File: config.mk
export PLATFORM = sky130hd
export DESIGN_NAME = mem_arbiter_flat
export DESIGN_NICKNAME = d
export VERILOG_FILES = /design/src/rtl/mem_arbiter_pkg.sv /design/src/rtl/mem_arbiter_if.sv /design/src/rtl/mem_arbiter.sv /design/src/flat_wrapper.sv
export SDC_FILE = /design/constraint.sdc
export NUM_CORES = 1
export LEC_CHECK = 0
export ABC_AREA = 1
export BUFFER_PORTS_ARGS = -buffer_cell sky130_fd_sc_hd__clkbuf_2
export CORE_MARGIN = 2
export CORE_UTILIZATION = 35
export DETAILED_ROUTE_END_ITERATION = 16
export GPL_ROUTABILITY_DRIVEN = 0
export PLACE_DENSITY = 0.73
export SLEW_MARGIN = 20
export SYNTH_ARGS = -nofsm -noshare
export SYNTH_HDL_FRONTEND = slang
export SYNTH_SLANG_ARGS = --single-unit
File: constraint.sdc
create_clock -name clk -period 2.64 [get_ports clk]
set_input_delay 0.264 -clock clk [delete_from_list [all_inputs] [get_ports clk]]
set_output_delay 0.264 -clock clk [all_outputs]
set_load 0.01 [all_outputs]
File: src/rtl/mem_arbiter_pkg.sv
// Shared types and constants for the fetch/data bus arbiter: bus widths,
// enable levels, FSM state encoding and the default abort timeout.
package mem_arbiter_pkg;

  localparam int unsigned REG_BUS_W       = 32;
  localparam int unsigned SEL_W           = 4;
  localparam int unsigned TIMEOUT_CYC_DEF = 255;

  localparam logic RST_ENABLE   = 1'b1;
  localparam logic CHIP_ENABLE  = 1'b1;
  localparam logic WRITE_ENABLE = 1'b1;

  localparam logic [SEL_W-1:0] SEL_WORD = '1;

  typedef enum logic [2:0] {
    ST_IDLE     = 3'd0,
    ST_BUSY_IF  = 3'd1,
    ST_BUSY_MEM = 3'd2,
    ST_DONE_IF  = 3'd3,
    ST_DONE_MEM = 3'd4
  } arb_state_e;

  typedef struct packed {
    logic [REG_BUS_W-1:0] addr;
    logic [REG_BUS_W-1:0] data;
    logic [SEL_W-1:0]     sel;
    logic                 we;
  } bus_req_t;

  // Instruction fetches are always full-word reads.
  function automatic bus_req_t fetch_req(input logic [REG_BUS_W-1:0] addr);
    bus_req_t r;
    r.addr = addr;
    r.data = '0;
    r.sel  = SEL_WORD;
    r.we   = 1'b0;
    return r;
  endfunction

  function automatic logic is_busy(input arb_state_e s);
    return (s == ST_BUSY_IF) || (s == ST_BUSY_MEM);
  endfunction

endpackage

File: src/rtl/mem_arbiter_if.sv
// Pipeline-side request ports and shared-bus ports of the arbiter.
// The arbiter takes the master modport (it masters the shared bus); the environment takes slave.
interface mem_arbiter_if;
  import mem_arbiter_pkg::*;

  logic                 if_ce_i;
  logic [REG_BUS_W-1:0] if_addr_i;
  logic                 if_stall_i;
  logic [REG_BUS_W-1:0] if_data_o;
  logic                 if_stallreq_o;

  logic                 mem_ce_i;
  logic                 mem_we_i;
  logic [REG_BUS_W-1:0] mem_addr_i;
  logic [SEL_W-1:0]     mem_sel_i;
  logic [REG_BUS_W-1:0] mem_data_i;
  logic                 mem_stall_i;
  logic [REG_BUS_W-1:0] mem_data_o;
  logic                 mem_stallreq_o;

  logic [REG_BUS_W-1:0] bus_addr_o;
  logic [REG_BUS_W-1:0] bus_data_o;
  logic [SEL_W-1:0]     bus_sel_o;
  logic                 bus_we_o;
  logic                 bus_stb_o;
  logic [REG_BUS_W-1:0] bus_data_i;
  logic                 bus_ack_i;
  logic                 bus_err_o;

  modport master (
    input  if_ce_i, if_addr_i, if_stall_i,
    output if_data_o, if_stallreq_o,
    input  mem_ce_i, mem_we_i, mem_addr_i, mem_sel_i, mem_data_i, mem_stall_i,
    output mem_data_o, mem_stallreq_o,
    output bus_addr_o, bus_data_o, bus_sel_o, bus_we_o, bus_stb_o, bus_err_o,
    input  bus_data_i, bus_ack_i
  );

  modport slave (
    output if_ce_i, if_addr_i, if_stall_i,
    input  if_data_o, if_stallreq_o,
    output mem_ce_i, mem_we_i, mem_addr_i, mem_sel_i, mem_data_i, mem_stall_i,
    input  mem_data_o, mem_stallreq_o,
    input  bus_addr_o, bus_data_o, bus_sel_o, bus_we_o, bus_stb_o, bus_err_o,
    output bus_data_i, bus_ack_i
  );

endinterface

File: src/rtl/mem_arbiter.sv
// Fetch/data arbiter onto one shared bus; min latency: request edge N, strobe N+1, DONE N+2.
// Backpressure: stallreq holds a port until its DONE; DONE is held while that stage is stalled.
module mem_arbiter
  import mem_arbiter_pkg::*;
#(
  parameter int unsigned TIMEOUT_CYC = TIMEOUT_CYC_DEF,
  parameter bit          MEM_FIRST   = 1'b1
) (
  input  logic          clk,
  input  logic          rst,
  mem_arbiter_if.master arb
);

  localparam int unsigned      CNT_W     = $clog2(TIMEOUT_CYC + 1);
  localparam logic [CNT_W-1:0] CNT_LIMIT = CNT_W'(TIMEOUT_CYC);
  localparam logic [CNT_W-1:0] CNT_ONE   = CNT_W'(1);

  arb_state_e           state_q, state_d;
  logic [CNT_W-1:0]     cnt_q, cnt_d;
  bus_req_t             req_q, req_d;
  logic                 stb_q, stb_d;
  logic [REG_BUS_W-1:0] if_data_q, if_data_d;
  logic [REG_BUS_W-1:0] mem_data_q, mem_data_d;

  bus_req_t mem_req;
  logic     if_req;
  logic     mem_req_vld;
  logic     grant_mem;
  logic     grant_if;
  logic     timeout_abort;

  always_comb begin
    mem_req      = '0;
    mem_req.addr = arb.mem_addr_i;
    mem_req.data = arb.mem_data_i;
    mem_req.sel  = arb.mem_sel_i;
    mem_req.we   = (arb.mem_we_i == WRITE_ENABLE);
  end

  assign if_req      = (arb.if_ce_i == CHIP_ENABLE);
  assign mem_req_vld = (arb.mem_ce_i == CHIP_ENABLE);
  assign grant_mem   = mem_req_vld && (MEM_FIRST || !if_req);
  assign grant_if    = if_req && !grant_mem;

  always_comb begin
    state_d       = state_q;
    cnt_d         = cnt_q;
    req_d         = req_q;
    stb_d         = stb_q;
    if_data_d     = if_data_q;
    mem_data_d    = mem_data_q;
    timeout_abort = 1'b0;

    unique case (state_q)
      ST_IDLE: begin
        cnt_d = '0;
        if (grant_mem) begin
          state_d = ST_BUSY_MEM;
          req_d   = mem_req;
          stb_d   = 1'b1;
          cnt_d   = CNT_ONE;
        end else if (grant_if) begin
          state_d = ST_BUSY_IF;
          req_d   = fetch_req(arb.if_addr_i);
          stb_d   = 1'b1;
          cnt_d   = CNT_ONE;
        end
      end

      // cnt_q holds the 1-based index of the current busy cycle; an ack in
      // the final allowed cycle still wins over the abort.
      ST_BUSY_IF, ST_BUSY_MEM: begin
        if (arb.bus_ack_i) begin
          stb_d    = 1'b0;
          req_d.we = 1'b0;
          if (state_q == ST_BUSY_MEM) begin
            mem_data_d = arb.bus_data_i;
            state_d    = ST_DONE_MEM;
          end else begin
            if_data_d = arb.bus_data_i;
            state_d   = ST_DONE_IF;
          end
        end else if (cnt_q >= CNT_LIMIT) begin
          timeout_abort = 1'b1;
          stb_d         = 1'b0;
          req_d.we      = 1'b0;
          if (state_q == ST_BUSY_MEM) begin
            mem_data_d = '0;
            state_d    = ST_DONE_MEM;
          end else begin
            if_data_d = '0;
            state_d   = ST_DONE_IF;
          end
        end else begin
          cnt_d = cnt_q + CNT_ONE;
        end
      end

      ST_DONE_IF: begin
        if (!arb.if_stall_i) begin
          state_d = ST_IDLE;
        end
      end

      ST_DONE_MEM: begin
        if (!arb.mem_stall_i) begin
          state_d = ST_IDLE;
        end
      end

      default: begin
        state_d = ST_IDLE;
        stb_d   = 1'b0;
      end
    endcase
  end

  always_ff @(posedge clk) begin
    if (rst == RST_ENABLE) begin
      state_q    <= ST_IDLE;
      cnt_q      <= '0;
      req_q      <= '0;
      stb_q      <= 1'b0;
      if_data_q  <= '0;
      mem_data_q <= '0;
    end else begin
      state_q    <= state_d;
      cnt_q      <= cnt_d;
      req_q      <= req_d;
      stb_q      <= stb_d;
      if_data_q  <= if_data_d;
      mem_data_q <= mem_data_d;
    end
  end

  assign arb.bus_addr_o = req_q.addr;
  assign arb.bus_data_o = req_q.data;
  assign arb.bus_sel_o  = req_q.sel;
  assign arb.bus_we_o   = req_q.we;
  assign arb.bus_stb_o  = stb_q;
  assign arb.bus_err_o  = timeout_abort && (rst != RST_ENABLE);

  assign arb.if_data_o  = if_data_q;
  assign arb.mem_data_o = mem_data_q;

  // A port whose ce drops mid-access sees no stall; its result is simply discarded.
  assign arb.if_stallreq_o  = if_req && (state_q != ST_DONE_IF);
  assign arb.mem_stallreq_o = mem_req_vld && (state_q != ST_DONE_MEM);

  a_stb_only_busy: assert property (@(posedge clk) disable iff (rst)
    stb_q |-> is_busy(state_q));

  a_err_only_busy: assert property (@(posedge clk) disable iff (rst)
    timeout_abort |-> is_busy(state_q));

endmodule

File: src/flat_wrapper.sv
// flat-port wrapper written by rule: the top's interface ports become plain ports
module mem_arbiter_flat import mem_arbiter_pkg::*;
#(
  parameter int unsigned TIMEOUT_CYC = TIMEOUT_CYC_DEF,
  parameter bit          MEM_FIRST   = 1'b1
)
  (clk, rst, arb_if_ce_i, arb_if_addr_i, arb_if_stall_i, arb_if_data_o, arb_if_stallreq_o, arb_mem_ce_i, arb_mem_we_i, arb_mem_addr_i, arb_mem_sel_i, arb_mem_data_i, arb_mem_stall_i, arb_mem_data_o, arb_mem_stallreq_o, arb_bus_addr_o, arb_bus_data_o, arb_bus_sel_o, arb_bus_we_o, arb_bus_stb_o, arb_bus_err_o, arb_bus_data_i, arb_bus_ack_i);
  mem_arbiter_if arb_i ();
  input  logic clk;
  input  logic rst;
  input wire logic [$bits(arb_i.if_ce_i)-1:0] arb_if_ce_i;
  input wire logic [$bits(arb_i.if_addr_i)-1:0] arb_if_addr_i;
  input wire logic [$bits(arb_i.if_stall_i)-1:0] arb_if_stall_i;
  output wire logic [$bits(arb_i.if_data_o)-1:0] arb_if_data_o;
  output wire logic [$bits(arb_i.if_stallreq_o)-1:0] arb_if_stallreq_o;
  input wire logic [$bits(arb_i.mem_ce_i)-1:0] arb_mem_ce_i;
  input wire logic [$bits(arb_i.mem_we_i)-1:0] arb_mem_we_i;
  input wire logic [$bits(arb_i.mem_addr_i)-1:0] arb_mem_addr_i;
  input wire logic [$bits(arb_i.mem_sel_i)-1:0] arb_mem_sel_i;
  input wire logic [$bits(arb_i.mem_data_i)-1:0] arb_mem_data_i;
  input wire logic [$bits(arb_i.mem_stall_i)-1:0] arb_mem_stall_i;
  output wire logic [$bits(arb_i.mem_data_o)-1:0] arb_mem_data_o;
  output wire logic [$bits(arb_i.mem_stallreq_o)-1:0] arb_mem_stallreq_o;
  output wire logic [$bits(arb_i.bus_addr_o)-1:0] arb_bus_addr_o;
  output wire logic [$bits(arb_i.bus_data_o)-1:0] arb_bus_data_o;
  output wire logic [$bits(arb_i.bus_sel_o)-1:0] arb_bus_sel_o;
  output wire logic [$bits(arb_i.bus_we_o)-1:0] arb_bus_we_o;
  output wire logic [$bits(arb_i.bus_stb_o)-1:0] arb_bus_stb_o;
  output wire logic [$bits(arb_i.bus_err_o)-1:0] arb_bus_err_o;
  input wire logic [$bits(arb_i.bus_data_i)-1:0] arb_bus_data_i;
  input wire logic [$bits(arb_i.bus_ack_i)-1:0] arb_bus_ack_i;
  assign arb_i.if_ce_i = arb_if_ce_i;
  assign arb_i.if_addr_i = arb_if_addr_i;
  assign arb_i.if_stall_i = arb_if_stall_i;
  assign arb_if_data_o = arb_i.if_data_o;
  assign arb_if_stallreq_o = arb_i.if_stallreq_o;
  assign arb_i.mem_ce_i = arb_mem_ce_i;
  assign arb_i.mem_we_i = arb_mem_we_i;
  assign arb_i.mem_addr_i = arb_mem_addr_i;
  assign arb_i.mem_sel_i = arb_mem_sel_i;
  assign arb_i.mem_data_i = arb_mem_data_i;
  assign arb_i.mem_stall_i = arb_mem_stall_i;
  assign arb_mem_data_o = arb_i.mem_data_o;
  assign arb_mem_stallreq_o = arb_i.mem_stallreq_o;
  assign arb_bus_addr_o = arb_i.bus_addr_o;
  assign arb_bus_data_o = arb_i.bus_data_o;
  assign arb_bus_sel_o = arb_i.bus_sel_o;
  assign arb_bus_we_o = arb_i.bus_we_o;
  assign arb_bus_stb_o = arb_i.bus_stb_o;
  assign arb_bus_err_o = arb_i.bus_err_o;
  assign arb_i.bus_data_i = arb_bus_data_i;
  assign arb_i.bus_ack_i = arb_bus_ack_i;
  mem_arbiter #(.TIMEOUT_CYC(TIMEOUT_CYC), .MEM_FIRST(MEM_FIRST)) u_core (.clk(clk), .rst(rst), .arb(arb_i));
endmodule
# After elaboration in Yosys (flattened, before gate mapping)

Index checks and enable logic that the tools add are counted.

Flip-flop bits (word level): 145
Input port bits: 140
Output and inout port bits: 137
Word-level logic and storage cells: 76

$add $sub $neg: 1
$lt $le $gt $ge: 1
Equality and inequality tests: 12
Multiplexer cells: 32
Bitwise operators: 3
Reduce and logical (&&, ||, !) cells: 18

Operators with widths:

| cell                                                      | number |
|---|---|
| 2-to-1 mux 32 bit                                         | 8 |
| 2-to-1 mux 69 bit                                         | 2 |
| 2-to-1 mux 8 bit                                          | 3 |
| 2-to-1 mux 3 bit                                          | 7 |
| one-hot mux 8 bit (2 select lines)                        | 1 |
| AND reduction 3 bit                                       | 5 |
| one-hot mux 3 bit (4 select lines)                        | 1 |
| != test 3 x 2 -> 1 bit (second input constant)            | 3 |
| adder 8 x 1 -> 8 bit (second input constant)              | 1 |
| greater-or-equal comparator 8 bit (second input constant) | 1 |
| 2-to-1 mux 1 bit                                          | 8 |
| != test 2 bit (second input constant)                     | 4 |
| equality test 3 x 2 -> 1 bit (second input constant)      | 2 |
| nonzero test 2 bit                                        | 3 |
| logical AND 1 bit                                         | 4 |
| AND reduction 4 bit                                       | 1 |
| OR reduction 2 bit                                        | 2 |
| equality test 3 x 1 -> 1 bit (second input constant)      | 1 |
| equality test 3 bit (second input constant)               | 1 |
| zero test 3 bit                                           | 1 |
| != test 3 bit (second input constant)                     | 1 |
| inverter 1 bit                                            | 3 |
| one-hot mux 1 bit (3 select lines)                        | 1 |
| one-hot mux 1 bit (2 select lines)                        | 1 |
| other kinds (2)                                           | 2 |

# Logic depth before layout (Yosys ltp)

Depth after elaboration: 5
Mapped depth: 10
Depth with buffers taken out: 9

# Least setup slack after synthesis

OpenSTA, ideal clock, no wires.

Path type: register -> output
Start point: register u_core.cnt_q[0]
End point: output arb_bus_err_o
Arrival: 1.247 ns
Path slack: 1.129 ns
Cell stages (with the launch flop): 6
Buffers on the path: 0
Path through: dfxtp_1 > ha_1 > nand2_1 > nor2_1 > nand2_1 > nor4_1

Word-level cells in the longest chain between the ends: 5

Ends and longest elaborated chain:

| item                              | line               | RTL |
|---|---|---|
| start: declaration                | mem_arbiter.sv:19  | `logic [CNT_W-1:0] cnt_q, cnt_d;` |
| start signal: assignment          | mem_arbiter.sv:128 | `cnt_q <= cnt_d;` |
| greater-or-equal comparator 8 bit | mem_arbiter.sv:83  | `end else if (cnt_q >= CNT_LIMIT) begin` |
| 2-to-1 mux 1 bit                  | mem_arbiter.sv:83  |  |
| 2-to-1 mux 1 bit                  | mem_arbiter.sv:73  | `if (arb.bus_ack_i) begin` |
| 2-to-1 mux 1 bit                  | mem_arbiter.sv:54  | `unique case (state_q)` |
| logical AND 1 bit                 | mem_arbiter.sv:141 | `assign arb.bus_err_o = timeout_abort && (rst != RST_ENABLE);` |
| end: declaration                  | flat_wrapper.sv:29 | `output wire logic [$bits(arb_i.bus_err_o)-1:0] arb_bus_err_o;` |

No other way between the ends.

# Worst setup path after layout

Same ends and word-level chain as after synthesis.

==> metrics.txt <==
CTS tree=built; crit path DAT=1740 ps; DRC=0; row count=47; global-route wire length before repair=27100 microns; part of the power in registers=37.2%; Avg WL per Cell=13.2 microns; reg2reg end=u_core.arb.mem_data_o[15]$_SDFFE_PP0P_; Syn Nets=941; f_max=500 MHz; First-pass DRT Iterations=5; gr usage total=18.8%; Hold Crit Class=in -> reg; Resized Gates After CTS=0; total of warnings raised by yosys=0; critical path class=reg -> out; Worst Setup EP=arb_bus_err_o; Clk pwr share=31.7%; Max-slew headroom=40.6%; core area=16400 sq um; Clock Path Buffers=2; Die H=133 microns; hold_sp=arb_mem_data_i[2]; P_sw=0.00279 W; antenna cells=0; Yosys top cell area share=49.9%; R2R depth=8; outcome=completed; Final Hold Viols=0; DRT antenna net count=0; LEAKAGE=3.84 nW; post-synthesis cell count=800; worst-path maximum fanout=4; Synth-to-Final Area Change=35.7%; pwr dens=983 nW/um^2; top post-synthesis cells by area=dfxtp_1 (50%), nand2_1 (21%), a21oi_1 (9.4%), a31oi_1 (3.4%), o21ai_0 (3.3%); Finished Core Util=48.2%; post-synthesis sequential area ratio=49.9%; initial antenna violation count=0; syn_area_per_cell=7.28 sq um; Worst EP required=2380 ps; Post-CTS Setup Bufs=0; CP Launch Type=flop; Starting Density=35.5%; gr ovfl total=0; H-Tree Depth=4; largest net degree at the start of global routing=84; Mapped Area=5820 sq um; IO Port Bufs=276; setup TNS=0 ps; layout net count=1194; Internal=0.00497 W; root buffer cell=clkbuf_16; fin crit share=75.7%; r2r setup slk=760 ps; setup violators final=0; vias in the first global route=5541; post-DP HPWL=11900 microns; Pwr Total=0.00776 W; post-DR vias/cell=4.64; DRT iter0 DRCs=330; Sw Ratio=36.0%; clock slew at reported path FFs=60 ps; Peak VDD IR=0.450 mV; vias=5965; CTS sink count=145; Post-Route WL=16900 microns; Min Clock Period, post-route=2000 ps; die area=17700 sq um; I/O Pins=277; CTS buffer count=17; Die W=133 microns; Synth cell types=25; CP endpoint kind=output pin; unrepaired setup endpoints after global routing=false; Logic pwr share=31.1%; Synth area leader=dfxtp_1; Yosys reg bits=145; share of cells above drive strength 1=31.4%; clock skew=7.15 ps; max-cap violation count=0; worst-margin pin slew=891 ps; cts hold-fix bufs=0; Pins Over Slew Limit=0; worst flop-to-flop path startpoint=u_core.cnt_q[0]$_SDFFE_PP0P_; Setup crit start=u_core.cnt_q[0]$_SDFFE_PP0P_; Skew-Pair Late Insertion Delay=410 ps
[critical path, cell delays in order (launching register included)]
cell and delay (ps):
dfxtp_1 380, ha_1 190, nand2_1 90, nor2_1 130
nand2_1 140, nor4_1 240, clkbuf_2 180
[power groups by stage]
stage	clock network, W	logic (W)	registers [W]
global route	0.00263	0.00269	0.00294
CTS	0.00252	0.00245	0.00288
detailed placement	0	0.00245	0.00292
floorplan	0	0.00145	0.00309
global placement	0	0.00241	0.00292
finish	0.00246	0.00241	0.00289
[worst min-delay path by stage]
stage	to	slack (ps)	cells past startpoint
final	u_core.arb.bus_data_o[2]$_SDFFE_PP0P_	80	3
after global routing	u_core.arb.bus_data_o[14]$_SDFFE_PP0P_	60	3
after CTS	u_core.arb.bus_data_o[14]$_SDFFE_PP0P_	60	3
after detailed placement	u_core.arb.bus_we_o$_SDFFE_PP0P_	440	2
after global placement	u_core.arb.bus_we_o$_SDFFE_PP0P_	440	2
after floorplan	u_core.arb.bus_data_o[7]$_SDFFE_PP0P_	410	2
[area by class of cell]
type	count	area [sq um]
Inverter	54	203
Multi-Input combinational cell	549	2460
Sequential cell	145	2900
Clock inverter	14	178
Timing Repair Buffer	286	1460
Fill cell	1639	8510
Tap cell	220	275
Clock buffer	17	425
[state kept, by name, indices dropped and copies added, names as in the netlist]
register / cells
u_core.arb.bus_we_o: 1
u_core.arb.bus_sel_o: 4
u_core.state_q: 3
u_core.cnt_q: 8
u_core.arb.mem_data_o: 32
u_core.arb.bus_stb_o: 1
u_core.arb.bus_addr_o: 32
u_core.arb.if_data_o: 32
u_core.arb.bus_data_o: 32
[metal layers]
metal	vias to the layer above	part of all wire (%)	wire length, microns	global-route usage (%)
met4	0	1.1	193	5.02
met1	2626	43	7310	23.1
met5	-	0	0	0
met3	15	7.5	1260	5.71
li1	3073	-	-	-
met2	251	48	8160	32.1
[cell usage after synthesis]
library cell  instances
a21oi_1             109
a31oi_1              32
buf_2                18
buf_4                 3
buf_6                 4
clkbuf_1             27
clkinv_1              1
dfxtp_1             145
ha_1                  1
inv_1                50
inv_2                 3
nand2_1             321
nand2_2               2
nand2_4               3
nand3_1               9
nand3_2               1
nand3_4               1
nand4_1               2
nor2_1               20
nor2_4                3
nor3b_1               1
nor4_1                1
o21ai_0              38
o21ai_1               1
o221a_2               4
[cells in the final DEF, fill, tap and decap left out, types with 2 or more instances in the layout]
cell type  count
o221a_2        4
inv_2          3
clkbuf_16     17
nand2_1      321
nand2_2        2
inv_1         50
nand3_1        9
dfxtp_1      145
nand4_1        2
a21oi_1      109
a31oi_1       32
bufinv_16      3
inv_6          5
clkinv_4       2
clkinv_2       3
nand2_4        3
clkbuf_2     275
buf_4         11
nor2_4         3
o21ai_0       38
nor2_1        20
[logic make-up after synthesis]
kind of cell	share of synthesized area, %
adder cells (fa/ha/maj)	0.215
AND/OR/NAND/NOR	25.1
buffers and inverters	7.93
AO/OA/AOI/OAI	16.9
flip-flops	49.9
[metrics by stage]
stage               instances  worst slack, ps  hold slack (ps)  instance area (sq um)
finish                   1285              640             81.3                   7900
CTS                      1285              612             61.4                   7900
global route             1285              422             59.1                   7900
floorplan                 800             1130              411                   5820
detailed placement       1254              758              441                   7300
global placement         1254              835              439                   7300
No activity file was read; power rests on OpenSTA's default activity.
